`src/rtl/cpu_pkg.sv`:
```
// Shared CPU package: core-count default, core-index width helper, the
// data-memory arbiter FSM state type and its debug view.
//   CORES_DEF  : default number of requesting cores
//   idx_w()    : core-index width, $clog2(n) with a floor of 1 bit
//   arb_state_t: IDLE (nothing in flight) / ACCESS (issued last cycle)
//   arb_dbg_t  : state, round-robin pointer and in-flight mask, sized for
//                the largest legal core count (8)
package cpu_pkg;

  localparam int CORES_DEF = 4;

  function automatic int idx_w(input int n);
    return (n > 1) ? $clog2(n) : 1;
  endfunction

  localparam int CORE_IDX_W = idx_w(CORES_DEF);

  typedef enum logic {
    IDLE   = 1'b0,
    ACCESS = 1'b1
  } arb_state_t;

  typedef struct packed {
    arb_state_t state;
    logic [2:0] rr_ptr;
    logic [7:0] inflight;
  } arb_dbg_t;

endpackage

```
`src/rtl/dmem_arbiter_if.sv`:
```
// Bundle between the cores, the arbiter and the single-ported data memory.
//   req/we/addr/wdata : per-core access request (from cores)
//   ack/rdata/stall   : per-core completion pulse, read data, shared stall
//   mem_*             : memory strobe, write enable, address, data in/out
// Handshake: a core raises req[i] with we/addr/wdata and holds all of them
// stable until the cycle in which ack[i] is high; ack[i] is a one-cycle
// completion pulse, rdata is valid only in that cycle for a read, and the
// core drops req[i] in the next cycle unless it starts a new access there.
// mem_rdata is registered by the memory one cycle after mem_en.
// Modports: slave = arbiter view, master = cores plus memory view.
interface dmem_arbiter_if #(
  parameter int CORES  = 4,
  parameter int ADDR_W = 32,
  parameter int DATA_W = 32
) ();

  logic [CORES-1:0]             req;
  logic [CORES-1:0]             we;
  logic [CORES-1:0][ADDR_W-1:0] addr;
  logic [CORES-1:0][DATA_W-1:0] wdata;
  logic [CORES-1:0]             ack;
  logic [DATA_W-1:0]            rdata;
  logic                         stall;
  logic                         mem_en;
  logic                         mem_we;
  logic [ADDR_W-1:0]            mem_addr;
  logic [DATA_W-1:0]            mem_wdata;
  logic [DATA_W-1:0]            mem_rdata;

  modport slave (
    input  req, we, addr, wdata, mem_rdata,
    output ack, rdata, stall, mem_en, mem_we, mem_addr, mem_wdata
  );

  modport master (
    output req, we, addr, wdata, mem_rdata,
    input  ack, rdata, stall, mem_en, mem_we, mem_addr, mem_wdata
  );

endinterface

```
`src/rtl/dmem_arbiter_rr_picker.sv`:
```
// Combinational round-robin picker: returns the first set bit of eligible
// at or above rr_ptr, wrapping from CORES-1 back to 0.
//   eligible : candidate cores
//   rr_ptr   : search start index
//   valid    : at least one candidate
//   winner   : index of the chosen core (0 when not valid)
module rr_picker
  import cpu_pkg::*;
#(
  parameter  int CORES = CORES_DEF,
  localparam int IW    = idx_w(CORES)
) (
  input  logic [CORES-1:0] eligible,
  input  logic [IW-1:0]    rr_ptr,
  output logic             valid,
  output logic [IW-1:0]    winner
);

  always_comb begin
    logic [IW:0]   sum;
    logic [IW-1:0] idx;
    valid  = 1'b0;
    winner = '0;
    sum    = '0;
    idx    = '0;
    for (int i = 0; i < CORES; i++) begin
      // One extra bit keeps rr_ptr + i from overflowing before the wrap.
      sum = (IW+1)'(rr_ptr) + (IW+1)'(i);
      if (sum >= (IW+1)'(CORES)) begin
        sum = sum - (IW+1)'(CORES);
      end
      idx = sum[IW-1:0];
      if (!valid && eligible[idx]) begin
        valid  = 1'b1;
        winner = idx;
      end
    end
  end

endmodule

```
`src/rtl/dmem_arbiter.sv`:
```
// Data-memory arbiter: serialises per-core accesses onto one single-ported
// memory. The winner of each cycle is driven straight onto the memory bus
// (same-cycle issue); its ack and read data appear in the next cycle.
//   clk, reset : clock, synchronous active-high reset
//   bus        : core request/ack and memory signals (slave modport)
//   dbg        : FSM state, round-robin pointer and in-flight mask
module dmem_arbiter
  import cpu_pkg::*;
#(
  parameter int CORES  = CORES_DEF,
  parameter int ADDR_W = 32,
  parameter int DATA_W = 32
) (
  input  logic           clk,
  input  logic           reset,
  dmem_arbiter_if.slave  bus,
  output arb_dbg_t       dbg
);

  localparam int IW = idx_w(CORES);

  arb_state_t        state;
  logic [IW-1:0]     rr_ptr;
  logic [IW-1:0]     win_q;
  logic [ADDR_W-1:0] addr_q;
  logic [DATA_W-1:0] wdata_q;

  logic [CORES-1:0]  inflight_mask;
  logic [CORES-1:0]  eligible;
  logic              issue;
  logic [IW-1:0]     pick_idx;
  logic [IW-1:0]     rr_next;
  logic [IW:0]       rr_sum;

  // The core issued last cycle is still waiting for its ack and keeps req
  // high, so it must be masked out or it would be issued twice.
  assign inflight_mask = (state == ACCESS) ? (CORES'(1) << win_q) : '0;

  // Masking the eligible set during reset blocks issue without touching
  // the picker.
  assign eligible = reset ? '0 : (bus.req & ~inflight_mask);

  rr_picker #(.CORES(CORES)) u_picker (
    .eligible (eligible),
    .rr_ptr   (rr_ptr),
    .valid    (issue),
    .winner   (pick_idx)
  );

  assign rr_sum  = (IW+1)'(pick_idx) + (IW+1)'(1);
  assign rr_next = (rr_sum >= (IW+1)'(CORES)) ? '0 : rr_sum[IW-1:0];

  assign bus.mem_en    = issue;
  assign bus.mem_we    = issue & bus.we[pick_idx];
  assign bus.mem_addr  = issue ? bus.addr[pick_idx]  : addr_q;
  assign bus.mem_wdata = issue ? bus.wdata[pick_idx] : wdata_q;

  // Reset during ACCESS abandons the in-flight access, so its ack is gated.
  assign bus.ack   = reset ? '0 : inflight_mask;
  assign bus.rdata = (|bus.ack) ? bus.mem_rdata : '0;
  assign bus.stall = ~reset & (|(bus.req & ~bus.ack));

  always_ff @(posedge clk) begin
    if (reset) begin
      state   <= IDLE;
      rr_ptr  <= '0;
      win_q   <= '0;
      addr_q  <= '0;
      wdata_q <= '0;
    end else begin
      state <= issue ? ACCESS : IDLE;
      if (issue) begin
        win_q   <= pick_idx;
        rr_ptr  <= rr_next;
        addr_q  <= bus.addr[pick_idx];
        wdata_q <= bus.wdata[pick_idx];
      end
    end
  end

  assign dbg.state    = state;
  assign dbg.rr_ptr   = 3'(rr_ptr);
  assign dbg.inflight = 8'(inflight_mask);

endmodule

```
`src/flat_wrapper.sv`:
```
// flat-port wrapper written by rule: the top's interface ports become plain ports
module dmem_arbiter_flat import cpu_pkg::*;
#(
  parameter int CORES  = CORES_DEF,
  parameter int ADDR_W = 32,
  parameter int DATA_W = 32
)
  (clk, reset, dbg, bus_req, bus_we, bus_addr, bus_wdata, bus_mem_rdata, bus_ack, bus_rdata, bus_stall, bus_mem_en, bus_mem_we, bus_mem_addr, bus_mem_wdata);
  dmem_arbiter_if #(.CORES(CORES), .ADDR_W(ADDR_W), .DATA_W(DATA_W)) bus_i ();
  input  logic clk;
  input  logic reset;
  output arb_dbg_t dbg;
  input wire logic [$bits(bus_i.req)-1:0] bus_req;
  input wire logic [$bits(bus_i.we)-1:0] bus_we;
  input wire logic [$bits(bus_i.addr)-1:0] bus_addr;
  input wire logic [$bits(bus_i.wdata)-1:0] bus_wdata;
  input wire logic [$bits(bus_i.mem_rdata)-1:0] bus_mem_rdata;
  output wire logic [$bits(bus_i.ack)-1:0] bus_ack;
  output wire logic [$bits(bus_i.rdata)-1:0] bus_rdata;
  output wire logic [$bits(bus_i.stall)-1:0] bus_stall;
  output wire logic [$bits(bus_i.mem_en)-1:0] bus_mem_en;
  output wire logic [$bits(bus_i.mem_we)-1:0] bus_mem_we;
  output wire logic [$bits(bus_i.mem_addr)-1:0] bus_mem_addr;
  output wire logic [$bits(bus_i.mem_wdata)-1:0] bus_mem_wdata;
  assign bus_i.req = bus_req;
  assign bus_i.we = bus_we;
  assign bus_i.addr = bus_addr;
  assign bus_i.wdata = bus_wdata;
  assign bus_i.mem_rdata = bus_mem_rdata;
  assign bus_ack = bus_i.ack;
  assign bus_rdata = bus_i.rdata;
  assign bus_stall = bus_i.stall;
  assign bus_mem_en = bus_i.mem_en;
  assign bus_mem_we = bus_i.mem_we;
  assign bus_mem_addr = bus_i.mem_addr;
  assign bus_mem_wdata = bus_i.mem_wdata;
  dmem_arbiter #(.CORES(CORES), .ADDR_W(ADDR_W), .DATA_W(DATA_W)) u_core (.clk(clk), .reset(reset), .bus(bus_i), .dbg(dbg));
endmodule
```
`config.mk`:
```
export PLATFORM = sky130hd
export DESIGN_NAME = dmem_arbiter_flat
export DESIGN_NICKNAME = d
export VERILOG_FILES = /design/src/rtl/cpu_pkg.sv /design/src/rtl/dmem_arbiter_if.sv /design/src/rtl/dmem_arbiter_rr_picker.sv /design/src/rtl/dmem_arbiter.sv /design/src/flat_wrapper.sv
export SDC_FILE = /design/constraint.sdc
export NUM_CORES = 1
export LEC_CHECK = 0
export BUFFER_PORTS_ARGS = -buffer_cell sky130_fd_sc_hd__buf_4
export CORE_AREA = 3 3 162 164
export CTS_CLUSTER_DIAMETER = 50
export CTS_CLUSTER_SIZE = 20
export DETAILED_ROUTE_END_ITERATION = 8
export DIE_AREA = 0 0 165 167
export GPL_ROUTABILITY_DRIVEN = 0
export PLACE_DENSITY_LB_ADDON = 0.2
export SETUP_SLACK_MARGIN = 0.2
export SLEW_MARGIN = 10
export SYNTH_ARGS = -nofsm -noshare
export SYNTH_HDL_FRONTEND = slang
export SYNTH_SLANG_ARGS = --single-unit
```
`constraint.sdc`:
```
create_clock -name clk -period 2.55 [get_ports clk]
set_input_delay 0.1275 -clock clk [delete_from_list [all_inputs] [get_ports clk]]
set_output_delay 0.1275 -clock clk [all_outputs]
set_load 0.01 [all_outputs]
```
==> results by group <==
Logic synthesis
  – FFs w/ async S/R, synth: 0
  – Sequential fraction of the synthesis area: 0.262
  – Number of synthesized flops with an enable pin: 0
  – Top cells by area, synth: dfxtp_1 26%, mux2i_1 24%, a221oi_2 17%, nor2b_1 5.5%, nor2_1 4.7%
  – Distinct cells, synth: between 40 and 50
  – Synth cell count leaders: 125 x mux2i_1, 69 x dfxtp_1, 66 x nor2_1
  – Most frequent cell after synthesis: mux2i_1
  – Mean Syn Cell Area: between 9 and 10 um^2
  – Synth area leader: dfxtp_1
  – Flops & latches, synth: 69
  – Top cell type's share of synthesized area: 0.262
  – Synth Warn #: 0
  – Synth Cell Area: 5280 um^2
  – Post-synth top flop: dfxtp_1
  – Cell count after synthesis: roughly 540

Die
  – Core area: 25000 um^2
  – Initial cell density of the core: 0.211
  – FP Rows: 58
  – Die Wd: 165 um
  – Die H: 167 um
  – I/O pin cnt: just over 400
  – Die area: 27600 um^2

Run
  – Max-cap violation count: 0

Worst setup path
  – Critical Path Fanout Max: 8
  – Arrival @ worst endpoint: 2670 ps
  – FF-to-FF End: u_core.wdata_q[21]
  – Worst Setup End Kind: output pin
  – R2R Path Start: u_core.state
  – Worst-case reg-to-reg path depth: 13
  – CP startpoint: u_core.state
  – Req. time, crit path: 2420 ps
  – CP Launch Type: flop
  – CP Class: flop to output pin
  – Worst R2R Setup Slack: -90 ps
  – End point of the critical path: bus_mem_wdata[6]

Power and ir drop
  – Power per cell area: roughly 580 nW/um^2
  – Maximum vdd drop: 0.256 mV
  – Overall Power: 5.63 mW
  – P_leak: 4.99 nW

STA
  – Crit share post-route: 1.10
  – Clock skew: 11.6 ps
  – Final setup fails: between 60 and 70
  – Count of pins over their slew limit: 0
  – Slew @ Worst Pin: 514 ps
  – Rel. slew slack: 0.657
  – Final hold viol count: 0
  – F_max: 0.358 GHz
  – Hold_ws: 54.5 ps
  – Final setup margin: -246 ps
  – RSZ-0062 raised after global routing: yes
  – Tmin final: 2800 ps
  – Setup TNS Final: -11780 ps

Placement
  – Dpl hpwl: roughly 17 mm
  – # port buffers: 407
  – Dpl cell area: between 8000 and 9000 um^2
  – Pre-CTS setup slack: -24.6 ps

Cells and area
  – Layout Area Growth over Synthesis: 84.7%
  – Final net count: 1269
  – N_diodes: 0
  – Layout cell share with drive strength beyond 1: 0.607
  – FILL cells: 2590
  – Cell area after layout: between 9000 and 10000 um^2

Status
  – Failing checks: setup timing
  – Outcome: finished with violations

Clock network
  – CTS clk-pin slew, worst paths: 70 ps
  – CTS Buffer Depth: 2
  – TritonCTS clock tree: yes
  – Root Buffer: clkbuf_16
  – Number of buffers created by CTS: 9
  – Clock sink count: 69
  – Worst-Skew Late Latency: around 340 ps
  – H-tree level count: 3

GRT
  – Global Route Usage Sum: 0.155
  – Gr ovfl total: 0
  – Initial antenna violation count: 0
  – Largest net degree at the start of global routing: 40
  – Number of global-route vias before repair: 5791
  – First-pass GRT wire length: 32.8 mm

Drt
  – DRT Wirelength: roughly 23 mm
  – Iter 0 DRT Violations: about 150
  – DR pass1 iterations: 4
  – Via count: 5686
  – Remaining DRCs: 0
  – Avg WL per Cell: 17.8 um
  – Antenna Nets Post-Route: 0
  – Vias per cell: 4.36

Hold path
  – Worst Hold Class: primary input to flop
## state kept, by name, summed over array words and instances (netlist names)
signal and flops:
u_core.addr_q 32, u_core.wdata_q 32, u_core.rr_ptr 2, u_core.win_q 2, u_core.state 1
## placed cells by master (no fill, tap or decap), types with 3 or more instances in the layout
cell,instances
a211oi_1,3
a211oi_2,3
a21oi_1,6
a21oi_2,3
a221oi_2,59
and2_1,33
and2b_1,16
buf_12,8
buf_16,9
buf_4,440
buf_6,10
clkbuf_16,13
conb_1,5
dfxtp_1,66
dfxtp_2,3
inv_1,5
mux2_4,4
mux2i_1,114
mux2i_2,9
nand2_1,6
nand2b_1,3
nand3b_1,5
nor2_1,66
nor2b_1,39
nor2b_2,6
o22ai_4,3
## kinds of logic after synthesis
family / Yosys count / share of synthesized area
AND/OR/NAND/NOR: 181 / 0.188
multiplexers: 129 / 0.249
AO/OA/AOI/OAI: 92 / 0.219
flip-flops: 69 / 0.262
buffers and inverters: 63 / 0.0797
adder cells (fa/ha/maj): 1 / 0.00237
other: 1 / 0.000711
## critical path, stage by stage (launching register included)
cell and delay [ps]:
dfxtp_2 340, or3b_4 400, inv_4 90, o211ai_1 100
a211o_4 440, buf_12 180, buf_16 150, mux2i_2 150
a221oi_2 300, buf_4 180
## power breakdown
group	internal [mW]	switching, mW	leakage [nW]
clock	0.811	0.510	0.148
combinational	1.67	1.34	4.27
sequential	1.25	0.0497	0.576
## final cells by class
type,instances,area [um^2],share of cell area
Clock inverter,5,58.8,0.00603
Sequential cell,69,1390,0.142
Multi-Input combinational cell,408,3640,0.374
Clock buffer,11,253,0.0259
Tap cell,330,413,0.0424
Timing Repair Buffer,473,3950,0.406
Inverter,9,38.8,0.00398
## through the flow
step                cells   util
CTS                  1292  0.378
global route         1305  0.389
global placement     1251  0.348
finish               1305  0.389
floorplan             540      -
detailed placement   1251  0.348
## repair_timing
item                                    4_1_cts  5_1_grt
setup buffers                                20        8
endpoints found under the setup margin      122      131
hold buffers                                  0        0
cloned                                        5        5
endpoints found under the hold margin         0        0
pin swaps                                    28       28
gates resized for setup                      27       30
## worst min-delay path by stage
stage,start,end,cells past startpoint
after floorplan,bus_mem_rdata[0],bus_rdata[0],1
after global placement,reset,u_core.wdata_q[21],2
after detailed placement,reset,u_core.wdata_q[21],2
after CTS,reset,u_core.wdata_q[21],2
after global routing,reset,u_core.wdata_q[21],2
final,reset,u_core.wdata_q[21],2
## routing by layer
layer	part of all wire	track usage	up-vias
met5	0	0	-
met4	0.010	0.0379	0
met3	0.081	0.0373	15
met2	0.54	0.294	233
met1	0.36	0.171	2610
li1	-	-	2828
Note: power is estimated with default switching activity, not from simulation.
